<file path="src/rtl/key_pkg.sv">
// rtl/key_pkg.sv - shared constants and counter sizing for the key panel.
package key_pkg;

  localparam int MODE_TOGGLE    = 0;
  localparam int MODE_MOMENTARY = 1;

  // Bits needed to hold the values 0..max_count inclusive.
  function automatic int cnt_width(input int max_count);
    return (max_count < 1) ? 1 : $clog2(max_count + 1);
  endfunction

endpackage

</file>
<file path="src/rtl/key_debounce.sv">
// rtl/key_debounce.sv - one key channel: 2-flop sync, stability counter,
// debounced level (1 = released) and one-cycle press/release pulses.
module key_debounce
  import key_pkg::*;
#(
  parameter int DEB_CYCLES = 1000000
) (
  input  logic clk,
  input  logic rst_n,
  input  logic key_raw_i,
  output logic level_o,
  output logic press_o,
  output logic release_o
);

  localparam int              CW       = cnt_width(DEB_CYCLES);
  localparam logic [CW-1:0]   DEB_LAST = CW'(DEB_CYCLES - 1);

  logic          sync1_q, sync2_q;
  logic          level_q, level_d;
  logic          level_dly_q;
  logic [CW-1:0] cnt_q, cnt_d;

  always_comb begin
    level_d = level_q;
    cnt_d   = '0;
    if (sync2_q != level_q) begin
      if (cnt_q == DEB_LAST) begin
        level_d = sync2_q;
      end else begin
        cnt_d = cnt_q + 1'b1;
      end
    end
  end

  // Everything resets to "released" so a key held through reset must re-qualify.
  always_ff @(posedge clk or negedge rst_n) begin
    if (!rst_n) begin
      sync1_q     <= 1'b1;
      sync2_q     <= 1'b1;
      level_q     <= 1'b1;
      level_dly_q <= 1'b1;
      cnt_q       <= '0;
    end else begin
      sync1_q     <= key_raw_i;
      sync2_q     <= sync1_q;
      level_q     <= level_d;
      level_dly_q <= level_q;
      cnt_q       <= cnt_d;
    end
  end

  assign level_o   = level_q;
  assign press_o   = level_dly_q & ~level_q;
  assign release_o = ~level_dly_q & level_q;

endmodule

</file>
<file path="src/rtl/key_panel_ctrl.sv">
// rtl/key_panel_ctrl.sv - enable-gated key flags, LED drive, captured
// sequence word with change strobe, and per-key long-press pulses.
module key_panel_ctrl
  import key_pkg::*;
#(
  parameter int KEY_NUM     = 3,
  parameter int DEB_CYCLES  = 1000000,
  parameter int LONG_CYCLES = 50000000,
  parameter int MODE        = 0
) (
  input  logic               clk,
  input  logic               rst_n,
  input  logic               key_en,
  input  logic [KEY_NUM-1:0] key_in,
  output logic               en_led,
  output logic [KEY_NUM-1:0] key_led,
  output logic [KEY_NUM-1:0] seq_data,
  output logic               seq_valid,
  output logic [KEY_NUM-1:0] long_press
);

  localparam int            LW        = cnt_width(LONG_CYCLES);
  localparam logic [LW-1:0] LONG_MAX  = LW'(LONG_CYCLES);
  localparam logic [LW-1:0] LONG_LAST = LW'(LONG_CYCLES - 1);

  // Channel 0 is the enable key, channels 1..KEY_NUM are the data keys.
  logic [KEY_NUM:0] raw_all, lvl_all, prs_all, rel_all;
  assign raw_all = {key_in, key_en};

  for (genvar g = 0; g <= KEY_NUM; g++) begin : g_deb
    key_debounce #(.DEB_CYCLES(DEB_CYCLES)) u_deb (
      .clk       (clk),
      .rst_n     (rst_n),
      .key_raw_i (raw_all[g]),
      .level_o   (lvl_all[g]),
      .press_o   (prs_all[g]),
      .release_o (rel_all[g])
    );
  end

  logic [KEY_NUM+1:0] unused_sigs;
  assign unused_sigs = {lvl_all[0], rel_all};

  logic [KEY_NUM-1:0] key_level, key_press;
  assign key_level = lvl_all[KEY_NUM:1];
  assign key_press = prs_all[KEY_NUM:1];

  logic               en_flag_q, en_flag_d, en_led_q;
  logic [KEY_NUM-1:0] flag_q, flag_d, key_led_q;
  logic [KEY_NUM-1:0] seq_data_q, seq_data_d;
  logic               seq_valid_q, seq_valid_d;
  logic [KEY_NUM-1:0] long_q, long_d;
  logic [LW-1:0]      hold_q [KEY_NUM];
  logic [LW-1:0]      hold_d [KEY_NUM];

  // Data flags look at the old enable flag, so a same-cycle enable press
  // either drops the data press or lets it toggle for one cycle.
  always_comb begin
    en_flag_d = en_flag_q ^ prs_all[0];
    if (!en_flag_q) begin
      flag_d = '0;
    end else if (MODE == MODE_TOGGLE) begin
      flag_d = flag_q ^ key_press;
    end else begin
      flag_d = ~key_level;
    end

    seq_data_d  = en_flag_q ? key_led_q : seq_data_q;
    seq_valid_d = en_flag_q && (key_led_q != seq_data_q);

    for (int k = 0; k < KEY_NUM; k++) begin
      if (key_level[k]) begin
        hold_d[k] = '0;
      end else if (hold_q[k] != LONG_MAX) begin
        hold_d[k] = hold_q[k] + 1'b1;
      end else begin
        hold_d[k] = hold_q[k];
      end
      long_d[k] = !key_level[k] && (hold_q[k] == LONG_LAST);
    end
  end

  always_ff @(posedge clk or negedge rst_n) begin
    if (!rst_n) begin
      en_flag_q   <= 1'b0;
      en_led_q    <= 1'b0;
      flag_q      <= '0;
      key_led_q   <= '0;
      seq_data_q  <= '0;
      seq_valid_q <= 1'b0;
      long_q      <= '0;
      for (int k = 0; k < KEY_NUM; k++) hold_q[k] <= '0;
    end else begin
      en_flag_q   <= en_flag_d;
      en_led_q    <= en_flag_q;
      flag_q      <= flag_d;
      key_led_q   <= flag_q;
      seq_data_q  <= seq_data_d;
      seq_valid_q <= seq_valid_d;
      long_q      <= long_d;
      for (int k = 0; k < KEY_NUM; k++) hold_q[k] <= hold_d[k];
    end
  end

  assign en_led     = en_led_q;
  assign key_led    = key_led_q;
  assign seq_data   = seq_data_q;
  assign seq_valid  = seq_valid_q;
  assign long_press = long_q;

endmodule
</file>
<file path="config.mk">
export PLATFORM = sky130hd
export DESIGN_NAME = key_panel_ctrl
export DESIGN_NICKNAME = d
export VERILOG_FILES = /design/src/rtl/key_pkg.sv /design/src/rtl/key_debounce.sv /design/src/rtl/key_panel_ctrl.sv
export SDC_FILE = /design/constraint.sdc
export NUM_CORES = 1
export LEC_CHECK = 0
export ABC_AREA = 1
export CORE_MARGIN = 2
export CORE_UTILIZATION = 54
export DETAILED_ROUTE_END_ITERATION = 12
export GPL_ROUTABILITY_DRIVEN = 1
export PLACE_DENSITY = 0.7
export SYNTH_ARGS = -nofsm -noshare
export SYNTH_HDL_FRONTEND = slang
export SYNTH_SLANG_ARGS = --single-unit
</file>
<file path="constraint.sdc">
create_clock -name clk -period 1.6 [get_ports clk]
set_input_delay 0.32 -clock clk [delete_from_list [all_inputs] [get_ports clk]]
set_output_delay 0.32 -clock clk [all_outputs]
set_load 0.1 [all_outputs]
</file>
After elaboration in Yosys (flattened, before gate mapping)

Index checks and enable logic that the tools add are counted.

Register bits after elaboration: 189
Output and inout bits: 11

Add/subtract/negate cells: 7
Reductions and logical operators: 14
Muxes and demuxes: 15
Bitwise gates (word level): 10
Equal/unequal tests: 15

Operators by type and width:

| operator                                       | number |
|---|---|
| 2-to-1 mux 20 bit                              | 8 |
| 2-to-1 mux 26 bit                              | 6 |
| adder 20 x 1 -> 20 bit (second input constant) | 4 |
| equality test 20 bit (second input constant)   | 4 |
| adder 26 x 1 -> 26 bit (second input constant) | 3 |
| equality test 26 bit (second input constant)   | 3 |
| != test 26 bit (second input constant)         | 3 |
| AND reduction 2 bit                            | 4 |
| nonzero test 2 bit                             | 3 |
| AND 1 bit                                      | 4 |
| logical AND 1 bit                              | 4 |
| != test 1 bit                                  | 4 |
| NOT 1 bit                                      | 4 |
| logical NOT 1 bit                              | 3 |
| 2-to-1 mux 3 bit                               | 1 |
| != test 3 bit                                  | 1 |
| XOR 3 bit                                      | 1 |
| XOR 1 bit                                      | 1 |

Depth between registers and ports, before layout

Gate-level depths: netlist of run 1.

Depth in word-level cells: 4
Depth in mapped cells: 11
Depth with buffers taken out: 11

Cells and area by module

From an unflattened synthesis of run 1, not the netlist that was laid out.

Cell total of the unflattened synthesis: 1447
Area total of the unflattened synthesis: 10745.3 um^2

Modules (own cells, without submodules):

| module         | area an instance (um^2) | cells each | sequential area each (um^2) | instances |
|---|---|---|---|---|
| key_panel_ctrl | 5460.2                  | 787        | 2327.2                      | 1 |
| key_debounce   | 1321.3                  | 165        | 605.6                       | 4 |

Least setup slack after synthesis of run 1

No wires, ideal clock.

Path type: reg2reg
Start: register seq_data_q[2] (netlist: seq_data[2])
End: register seq_valid_q (netlist: seq_valid)
Setup time: 0.123 ns
Path slack: 0.110 ns
Cell stages (with the launch flop): 4
Data required time: 1.477 ns
Clock period less this slack: 1.490 ns
Arrival: 1.367 ns
Cell sequence: dfrtp_1 xor2_1 o31ai_1 inv_1

Word-level cells in the longest chain between the ends: 2

Ends and longest elaborated chain:

| item                   | RTL line             | text |
|---|---|---|
| start, declared        | key_panel_ctrl.sv:50 | `logic [KEY_NUM-1:0] seq_data_q, seq_data_d;` |
| start signal, assigned | key_panel_ctrl.sv:98 | `seq_data_q <= seq_data_d;` |
| != test 3 bit          | key_panel_ctrl.sv:69 | `seq_valid_d = en_flag_q && (key_led_q != seq_data_q);` |
| logical AND 1 bit      | key_panel_ctrl.sv:69 |  |
| net seq_valid_d        | key_panel_ctrl.sv:51 | `logic seq_valid_q, seq_valid_d;` |
| end signal, assigned   | key_panel_ctrl.sv:99 | `seq_valid_q <= seq_valid_d;` |
| end, declared          | key_panel_ctrl.sv:51 |  |

The timed path passes the listed nets, and every way through them passes these cells.
A chain may end at the register's enable or synchronous reset.

Worst setup path in the final report of run 1

Start: register hold_q[0] (netlist bit)
End: register hold_q[22] (netlist bit)

Word-level cells in the longest chain between the ends: 3
Elaborated cells between the ends (all ways): 5

Ends and longest elaborated chain:

| item                   | RTL line             | text |
|---|---|---|
| start, declared        | key_panel_ctrl.sv:53 | `logic [LW-1:0] hold_q [KEY_NUM];` |
| adder 26 x 1 -> 26 bit | key_panel_ctrl.sv:75 | `hold_d[k] = hold_q[k] + 1'b1;` |
| 2-to-1 mux 26 bit      | key_panel_ctrl.sv:74 | `end else if (hold_q[k] != LONG_MAX) begin` |
| 2-to-1 mux 26 bit      | key_panel_ctrl.sv:72 | `if (key_level[k]) begin` |

Several ways; a longest one is shown, not always the timed one. The select of a mux whose other input is x is not followed.

==> flow_summary.json, run 1 <==
{
  "outcome": "complete, no violations",
  "clkLatencyLatePin_ps": 430,
  "reg2reg_to": "hold_q[22]$_DFFE_PN0P_",
  "fin_worst_skew_ps": 7.19,
  "r2r_start": "hold_q[0]$_DFFE_PN0P_",
  "synthFlopType": "dfrtp_1",
  "finalSetupViolations": 0,
  "design_area_um2": 11700,
  "antenna_cells": 0,
  "synth_area_um2": 10300,
  "fin_crit_ps": 1490,
  "netlist.area_leader.share_pct": 42.1,
  "rrSetupSlack_ps": 110,
  "initial_core_util_pct": 55.0,
  "gp_congestion": 0.907,
  "overflow": 0,
  "slew_headroom_pct": 56.5,
  "die_height_um": 142,
  "cts_buffer_depth": 2,
  "synthToLayoutAreaGrowth_pct": 13.8,
  "path_common_cell": "nand2_1",
  "hold_depth": 1,
  "synth.most_common_cell": "nand2_1",
  "startpoint_type": "flip-flop",
  "grt_pass1_wl_um": 36100,
  "yosysWarningCount": 0,
  "num_vias": 8420,
  "layout-drive-gt1-share_pct": 12.0,
  "hold_viol": 0,
  "internal_power_mw": 7.22,
  "place_hpwl_um": 14800,
  "drt-initial-drc-count": 529,
  "grt_pass1_vias": 7985,
  "powerDensity_nw_per_um2": 796,
  "nNetsFinal": 1427,
  "p_switching_mw": 2.10,
  "power_frac_clock_pct": 45.3,
  "comb_power_share_pct": 2.7,
  "clk_pin_slew_ps": 70,
  "rows": 50,
  "wl_um": 20400,
  "antenna_found_initial": 0,
  "viasPerCell": 5.08,
  "min_delay_worst_endpoint": "g_deb[0].u_deb.sync1_q$_DFF_PN1_",
  "critPathKind": "flip-flop to flip-flop",
  "synthesis.nets": 1377,
  "cpMaxStageDelayCell": "dfrtp_2",
  "wire_per_inst_um": 12.3,
  "clock_sinks": 189,
  "hp-class": "input port to flip-flop",
  "coreArea_um2": 18700,
  "syn_avg_cell_area_um2": 7.56,
  "cts_tree": "built",
  "fin_hold_ws_ps": 288,
  "firstDrtPassIters": 7,
  "worst-path-stages": 8,
  "fmax_mhz": 672,
  "yosysSeqAreaShare_pct": 46.2,
  "slowest_delay_ps": 440,
  "ys_ff_latch": 189,
  "cp.required_ps": 1920,
  "io_pins": 17,
  "cp_cell_sequence": "ha_4 -> nand2_1 -> nor2_4 -> nand2_4 -> nor2_8 -> nand4_1 -> nand2_1 -> nor2_1",
  "max_slew.worst_pin.slew_ps": 651,
  "worst_setup_path_end_kind": "flip-flop",
  "ys_top_cells_by_count": "nand2_1 (310), nor2_1 (309), dfrtp_1 (173)",
  "cp_data_arrival_time_ps": 1810,
  "drc": 0,
  "die_w_um": 142,
  "ir_drop_v": 0.000738,
  "leakagePower_nw": 5.26,
  "syn_inst": 1361,
  "cts-htree-levels": 4,
  "synth_area_leaders": "dfrtp_1 (42%), nand2_1 (11%), nor2_1 (11%)",
  "synth_top_area_cell": "dfrtp_1",
  "crit_family": "simple AND/OR/NAND/NOR gates",
  "postPlaceCellArea_um2": 11000,
  "p_sw_share_pct": 22.5,
  "r2r_cells": 8,
  "period_share_pct": 93.1,
  "cts_made_buffers": 17,
  "seqPwrFrac_pct": 52.0,
  "path_max_fanout": 8,
  "io_buffers": 16,
  "ant_nets": 0,
  "synth-async-reset-ratio_pct": 100,
  "root_buffer": "clkbuf_16",
  "crit_buf_inv": 0,
  "dieArea_um2": 20200,
  "grt_max_degree": 46,
  "grt_use_total_pct": 21.7,
  "maxCapViolations": 0,
  "synth_edf_count": 0,
  "hold_path.startpoint": "key_en",
  "final_max_slew_viol_count": 0,
  "yosysUniqueCellTypes": 35
}
[state kept, by name, indices dropped and copies added (netlist names), 4 cells and up]
name and count:
g_deb.u_deb.level_dly_q 4, g_deb.u_deb.level_o 4, g_deb.u_deb.sync2_q 4, hold_q 78, g_deb.u_deb.sync1_q 4, g_deb.u_deb.cnt_q 80
[worst max path at each step]
stage	endpoint	startpoint	slack (ps)
floorplan	seq_valid$_DFF_PN0_	seq_data[2]$_DFFE_PN0P_	110
global placement	hold_q[22]$_DFFE_PN0P_	hold_q[0]$_DFFE_PN0P_	110
detailed placement	hold_q[48]$_DFFE_PN0P_	hold_q[27]$_DFFE_PN0P_	60
CTS	hold_q[48]$_DFFE_PN0P_	hold_q[27]$_DFFE_PN0P_	30
global route	hold_q[0]$_DFFE_PN0P_	hold_q[0]$_DFFE_PN0P_	-40
finish	hold_q[22]$_DFFE_PN0P_	hold_q[0]$_DFFE_PN0P_	110
[metal layers]
metal	GRT usage (%)	vias to the layer above	share of wire, %
met5	0	-	0
met2	35.4	133	47
met4	6.05	0	1.3
met1	29.7	3898	48
met3	4.31	22	3.1
li1	-	4367	-
[per-stage QoR]
step / cells / power [mW] / TNS, ps / worst slack (ps) / utilization [%]
CTS: 1651 / 9.43 / 0 / 26.4 / 61.8
global route: 1658 / 9.67 / -51.1 / -35.3 / 62.5
detailed placement: 1618 / 5.19 / 0 / 61.3 / 58.6
floorplan: 1361 / 5.02 / 0 / 110 / -
global placement: 1618 / 5.18 / 0 / 109 / 58.6
finish: 1658 / 9.32 / 0 / 111 / 62.5
[logic make-up after synthesis]
family                   count (synthesis)  share of synthesized area [%]
buffers and inverters                  166                           6.18
flip-flops                             189                           46.2
AO/OA/AOI/OAI                           83                           4.20
adder cells (fa/ha/maj)                 10                           1.22
AND/OR/NAND/NOR                        852                           37.0
XOR/XNOR                                61                           5.20
[power by group through the flow]
| stage | Clock [mW] | Combinational (mW) | Sequential [mW] |
|---|---|---|---|
| 3_3_place_gp | 0 | 0.250 | 4.93 |
| 3_5_place_dp | 0 | 0.251 | 4.94 |
| 2_1_floorplan | 0 | 0.0933 | 4.93 |
| 6_report | 4.22 | 0.248 | 4.84 |
| 4_1_cts | 4.33 | 0.255 | 4.84 |
| 5_1_grt | 4.53 | 0.292 | 4.85 |
[cells in the final DEF, fill, tap and decap left out, types with 5 or more instances in the layout]
cell type	n
dfstp_2	16
a21oi_1	47
nand2_2	19
ha_1	7
nor2_4	23
xor2_1	39
nand2_1	308
nand2_4	5
xnor2_1	22
buf_12	14
nand3_1	93
nor3_1	39
inv_1	150
nor2_2	10
dfrtp_1	169
a31oi_1	5
inv_2	5
nand3_2	10
inv_6	5
nor2_1	308
buf_4	22
nand4_1	17
o21ai_0	25
clkbuf_16	17
[area by class of cell]
type                            count  area [um^2]
Fill cell                        1570         7010
Multi-Input combinational cell   1006         4970
Timing Repair Buffer               42          509
Inverter                          155          582
Sequential cell                   189         4750
Clock inverter                     15          160
Tap cell                          234          293
Clock buffer                       17          425
[timing repair]
item,4_1_cts,5_1_grt
endpoints found under the setup margin,0,47
endpoints found under the hold margin,31,0
hold buffers,1,0
resized for setup,0,21
buffers inserted,0,7
(Power assumes the default switching activity.)
==> run 2, diff against run 1 <==
REMOVE_ABC_BUFFERS = 1   (was not set)
SETUP_SLACK_MARGIN = 0.15   (was not set)
==> flow_summary.json, run 2 (synthesized netlist as in run 1, its figures left out) <==
{
  "outcome": "complete, no violations",
  "wl_met2_um": 10500,
  "stdcell_count": 1699,
  "path_common_cell": "nand2_2",
  "crit_family": "simple AND/OR/NAND/NOR gates",
  "fin_crit_ps": 1480,
  "wl_met3_um": 645,
  "fill_cells": 1542,
  "final_cell_mix": "nand2_1 (298), nor2_1 (285), dfrtp_1 (163), inv_1 (139), nand3_1 (83)",
  "final_common_cell": "nand2_1",
  "fin_worst_skew_ps": 8.08,
  "dieArea_um2": 20200,
  "reg_top3": "g_deb.u_deb.cnt_q (80), hold_q (78)",
  "wire_per_inst_um": 12.7,
  "firstDrtPassIters": 5,
  "coreArea_um2": 18700,
  "drt-met1-wl_um": 10100,
  "cp_cell_sequence": "ha_2 -> nand2_2 -> nor2_4 -> nand2_2 -> nor2_4 -> nand3_2 -> nand2_2 -> nor2_2",
  "power_mw": 9.43,
  "slew_headroom_pct": 58.0,
  "cts_tree": "built",
  "max_flop_register": "g_deb.u_deb.cnt_q",
  "cpMaxStageDelayCell": "dfrtp_1",
  "leakagePower_nw": 5.50,
  "fmax_mhz": 675,
  "hold_viol": 0,
  "grt_pass1_wl_um": 36600,
  "hold_depth": 1,
  "cts-htree-levels": 4,
  "path_max_fanout": 6,
  "top_layer": "met4",
  "die_height_um": 142,
  "nNetsFinal": 1468,
  "io_pins": 17,
  "root_buffer": "clkbuf_16",
  "max_slew.worst_pin.slew_ps": 630,
  "critPathKind": "flip-flop to flip-flop",
  "powerDensity_nw_per_um2": 763,
  "rows": 50,
  "finalSetupViolations": 0,
  "antenna_found_initial": 0,
  "hp-class": "input port to flip-flop",
  "cts_buffer_depth": 2,
  "place_hpwl_um": 14800,
  "initial_core_util_pct": 55.0,
  "io_buffers": 16,
  "design_area_um2": 12400,
  "rsz0062_at_grt": "yes",
  "cts_made_buffers": 17,
  "clk_pin_slew_ps": 70,
  "fin_setup_tns_ps": 0,
  "slowest_delay_ps": 410,
  "grt_pass1_vias": 8209,
  "place_inst": 1622,
  "overflow": 0,
  "worst_setup_path_end_kind": "flip-flop",
  "period_share_pct": 92.6,
  "wl_um": 21600,
  "postPlaceCellArea_um2": 11000,
  "clock_sinks": 189,
  "grt_max_degree": 43,
  "startpoint_type": "flip-flop",
  "largest_register_ffs": 80,
  "layout-drive-gt1-share_pct": 19.2,
  "ant_nets": 0,
  "maxCapViolations": 0,
  "num_vias": 8596,
  "cp_data_arrival_time_ps": 1810,
  "drc": 0,
  "grt_use_total_pct": 22.0,
  "gp_congestion": 0.893,
  "die_w_um": 142,
  "final_max_slew_viol_count": 0,
  "viasPerCell": 5.06,
  "clkLatencyLatePin_ps": 430,
  "synthToLayoutAreaGrowth_pct": 20.1,
  "final_util_pct": 66.0,
  "worst-path-stages": 8,
  "cp.required_ps": 1930,
  "crit_buf_inv": 0,
  "r2r_cells": 8,
  "drt-initial-drc-count": 451,
  "ir_drop_v": 0.000723,
  "antenna_cells": 0
}
## run 2: changes by cell type in the layout (fill, tap and decap cells not counted), sizes merged
cell and change:
buf +41, clkinvlp +3, clkinv -1, clkbuf +1, inv -3
## run 2: worst register-to-register path: cells and delay by family, from the launching register on
family | cells | cell delay (ps)
flops | 1 | 410
fa+ha+maj | 1 | 210
simple gates | 7 | 760
## run 2: power breakdown
part	switching, mW	internal [mW]	total [mW]
Sequential	0.0368	4.82	4.86
Clock	1.91	2.37	4.28
Combinational	0.184	0.108	0.292
Total	2.13	7.30	9.43
## run 2: through the flow
| step | hold slack (ps) | setup slack, ps |
|---|---|---|
| after CTS | 275 | 150 |
| after global routing | 283 | 1.10 |
| after global placement | 289 | 127 |
| final | 285 | 119 |
| after detailed placement | 288 | 59.8 |
| after floorplan | 24.4 | 110 |
## run 2: cell type report
type	instances	area, um^2	area share, %
Sequential cell	189	4760	38.6
Inverter	155	596	4.82
Timing Repair Buffer	83	845	6.84
Clock buffer	18	439	3.56
Tap cell	234	293	2.37
Multi-Input combinational cell	1006	5250	42.5
Clock inverter	14	163	1.32
## run 2: final timing paths
check                                                  from                                    to  slack, ps
max                                  hold_q[53]$_DFFE_PN0P_                hold_q[76]$_DFFE_PN0P_        120
min                                               key_in[0]      g_deb[1].u_deb.sync1_q$_DFF_PN1_        280
max reg2reg                          hold_q[53]$_DFFE_PN0P_                hold_q[76]$_DFFE_PN0P_        120
min reg2reg                g_deb[3].u_deb.sync1_q$_DFF_PN1_      g_deb[3].u_deb.sync2_q$_DFF_PN1_        360
max in group asynchronous                             rst_n  g_deb[1].u_deb.level_dly_q$_DFF_PN1_        560
min in group asynchronous                             rst_n                hold_q[73]$_DFFE_PN0P_        390
## run 2: layer usage
metal  global-route usage (%)  vias up
met5                        0        -
met4                     5.95        0
met3                     3.94       27
met1                     30.1     3974
li1                         -     4457
met2                     36.2      138
## run 2: what timing repair did
item	CTS	global route
hold buffers	1	0
endpoints found under the hold margin	30	0
pin swaps	4	55
endpoints found under the setup margin	32	89
buffers inserted	6	38
gates resized for setup	9	108
==> run 3, diff against run 2 <==
ABC_CLOCK_PERIOD_IN_PS = 1910   (was not set)
clock period = 1.91 ns   (was 1.6 ns; I/O delays follow)
==> flow_summary.json, run 3 (synthesized netlist as in run 1, its figures left out) <==
{
  "outcome": "complete, no violations",
  "cts-htree-levels": 4,
  "antenna_cells": 0,
  "place_hpwl_um": 15100,
  "reg_top3": "g_deb.u_deb.cnt_q (80), hold_q (78)",
  "die_height_um": 142,
  "wire_per_inst_um": 12.4,
  "max_slew.worst_pin.slew_ps": 618,
  "clk_pin_slew_ps": 70,
  "rows": 50,
  "final_max_slew_viol_count": 0,
  "cts_made_buffers": 17,
  "critPathKind": "flip-flop to flip-flop",
  "coreArea_um2": 18700,
  "fin_worst_skew_ps": 7.87,
  "grt_pass1_wl_um": 36900,
  "max_flop_register": "g_deb.u_deb.cnt_q",
  "powerDensity_nw_per_um2": 671,
  "synthToLayoutAreaGrowth_pct": 11.3,
  "antenna_found_initial": 0,
  "power_mw": 7.68,
  "fmax_mhz": 648,
  "r2r_start": "hold_q[0]$_DFFE_PN0P_",
  "gp_congestion": 0.872,
  "dieArea_um2": 20200,
  "path_max_fanout": 6,
  "slowest_delay_ps": 460,
  "cp.required_ps": 2230,
  "worst_slack_ps": 366,
  "die_w_um": 142,
  "nNetsFinal": 1414,
  "leakagePower_nw": 5.13,
  "grt_pass1_vias": 8077,
  "drc": 0,
  "slew_headroom_pct": 58.8,
  "drt-initial-drc-count": 427,
  "final_cell_mix": "nand2_1 (310), nor2_1 (309), dfrtp_1 (172), inv_1 (150), nand3_1 (94)",
  "period_share_pct": 80.8,
  "grt_use_total_pct": 22.3,
  "ant_nets": 0,
  "fin_setup_tns_ps": 0,
  "cts_tree": "built",
  "overflow": 0,
  "cts_buffer_depth": 2,
  "fin_hold_ws_ps": 352,
  "wl_um": 20400,
  "final_common_cell": "nand2_1",
  "num_vias": 8446,
  "clkLatencyLatePin_ps": 430,
  "finalSetupViolations": 0,
  "viasPerCell": 5.13,
  "clock_sinks": 189,
  "ir_drop_v": 0.000583,
  "startpoint_type": "flip-flop",
  "fin_crit_ps": 1540,
  "cp_cell_sequence": "ha_1 -> nand2_1 -> nor2_4 -> nand2_4 -> nor2_4 -> nand3_1 -> nand2_1 -> nor2_1",
  "maxCapViolations": 0,
  "root_buffer": "clkbuf_16",
  "largest_register_ffs": 80,
  "hold_viol": 0,
  "io_buffers": 16,
  "initial_core_util_pct": 55.0,
  "hp-class": "input port to flip-flop",
  "hold_path.startpoint": "key_en",
  "fill_cells": 1685,
  "firstDrtPassIters": 5,
  "worst_setup_path_end_kind": "flip-flop",
  "cpMaxStageDelayCell": "dfrtp_1",
  "setup.worst_path.start": "hold_q[0]$_DFFE_PN0P_",
  "pre_cts_ws_ps": 339,
  "cp_data_arrival_time_ps": 1860,
  "io_pins": 17,
  "grt_max_degree": 53,
  "rsz0062_at_grt": "no",
  "layout-drive-gt1-share_pct": 10.5
}
-- run 3: cell types whose count changed in the layout (fill, tap and decap cells not counted), sizes merged --
cell      delta
buf         -54
bufinv       -1
clkbuf       -1
clkinv       +3
clkinvlp     -3
inv          +2
-- run 3: timing repair --
item,CTS,global route
endpoints found under the hold margin,41,0
endpoints found under the setup margin,0,3
setup buffers,0,0
hold buffers,1,0
resized for setup,0,2
-- run 3: routing by layer --
metal	routed length, um	global-route usage, %	vias up
met1	9900	30.8	3960
li1	-	-	4346
met4	144	5.32	0
met2	9710	36.8	129
met3	690	3.94	11
met5	0	0	-
-- run 3: final cells by class --
type                    count  area [um^2]  share of cell area (%)
multi-input cells        1006         4900                    42.8
clock buffers              17          425                    3.72
inverters                 155          582                    5.09
well taps                 234          293                    2.56
clock inverters            15          141                    1.24
flip-flops and latches    189         4750                    41.5
repair buffers             29          349                    3.05
-- run 3: worst max-delay path, delay by kind of cell, from the launching register on --
kind	cells	cell delay [ps]
adders and majority gates	1	220
DFF	1	460
and+or+nand+nor	7	750
-- run 3: final timing paths --
path	slack, ps	depth (start not counted)	end
worst max-delay path	370	8	hold_q[20]$_DFFE_PN0P_
worst min-delay path	350	1	g_deb[0].u_deb.sync1_q$_DFF_PN1_
worst max register to register	370	8	hold_q[20]$_DFFE_PN0P_
worst min register to register	360	0	g_deb[1].u_deb.sync2_q$_DFF_PN1_
max in group asynchronous	790	3	g_deb[3].u_deb.sync2_q$_DFF_PN1_
min in group asynchronous	450	2	hold_q[69]$_DFFE_PN0P_
-- run 3: power breakdown --
| group | total, mW | internal [mW] | switching (mW) |
|---|---|---|---|
| logic | 0.204 | 0.0606 | 0.143 |
| registers | 4.06 | 4.04 | 0.0226 |
| clock network | 3.41 | 1.82 | 1.59 |
| total | 7.68 | 5.92 | 1.76 |
-- run 3: metrics by stage --
step / cell area (um^2) / std cells / util (%)
2_1_floorplan: 10200 / 1350 / -
3_5_place_dp: 10900 / 1612 / 58.1
5_1_grt: 11400 / 1645 / 61.2
3_3_place_gp: 10900 / 1612 / 58.1
6_report: 11400 / 1645 / 61.2
4_1_cts: 11400 / 1645 / 61.1
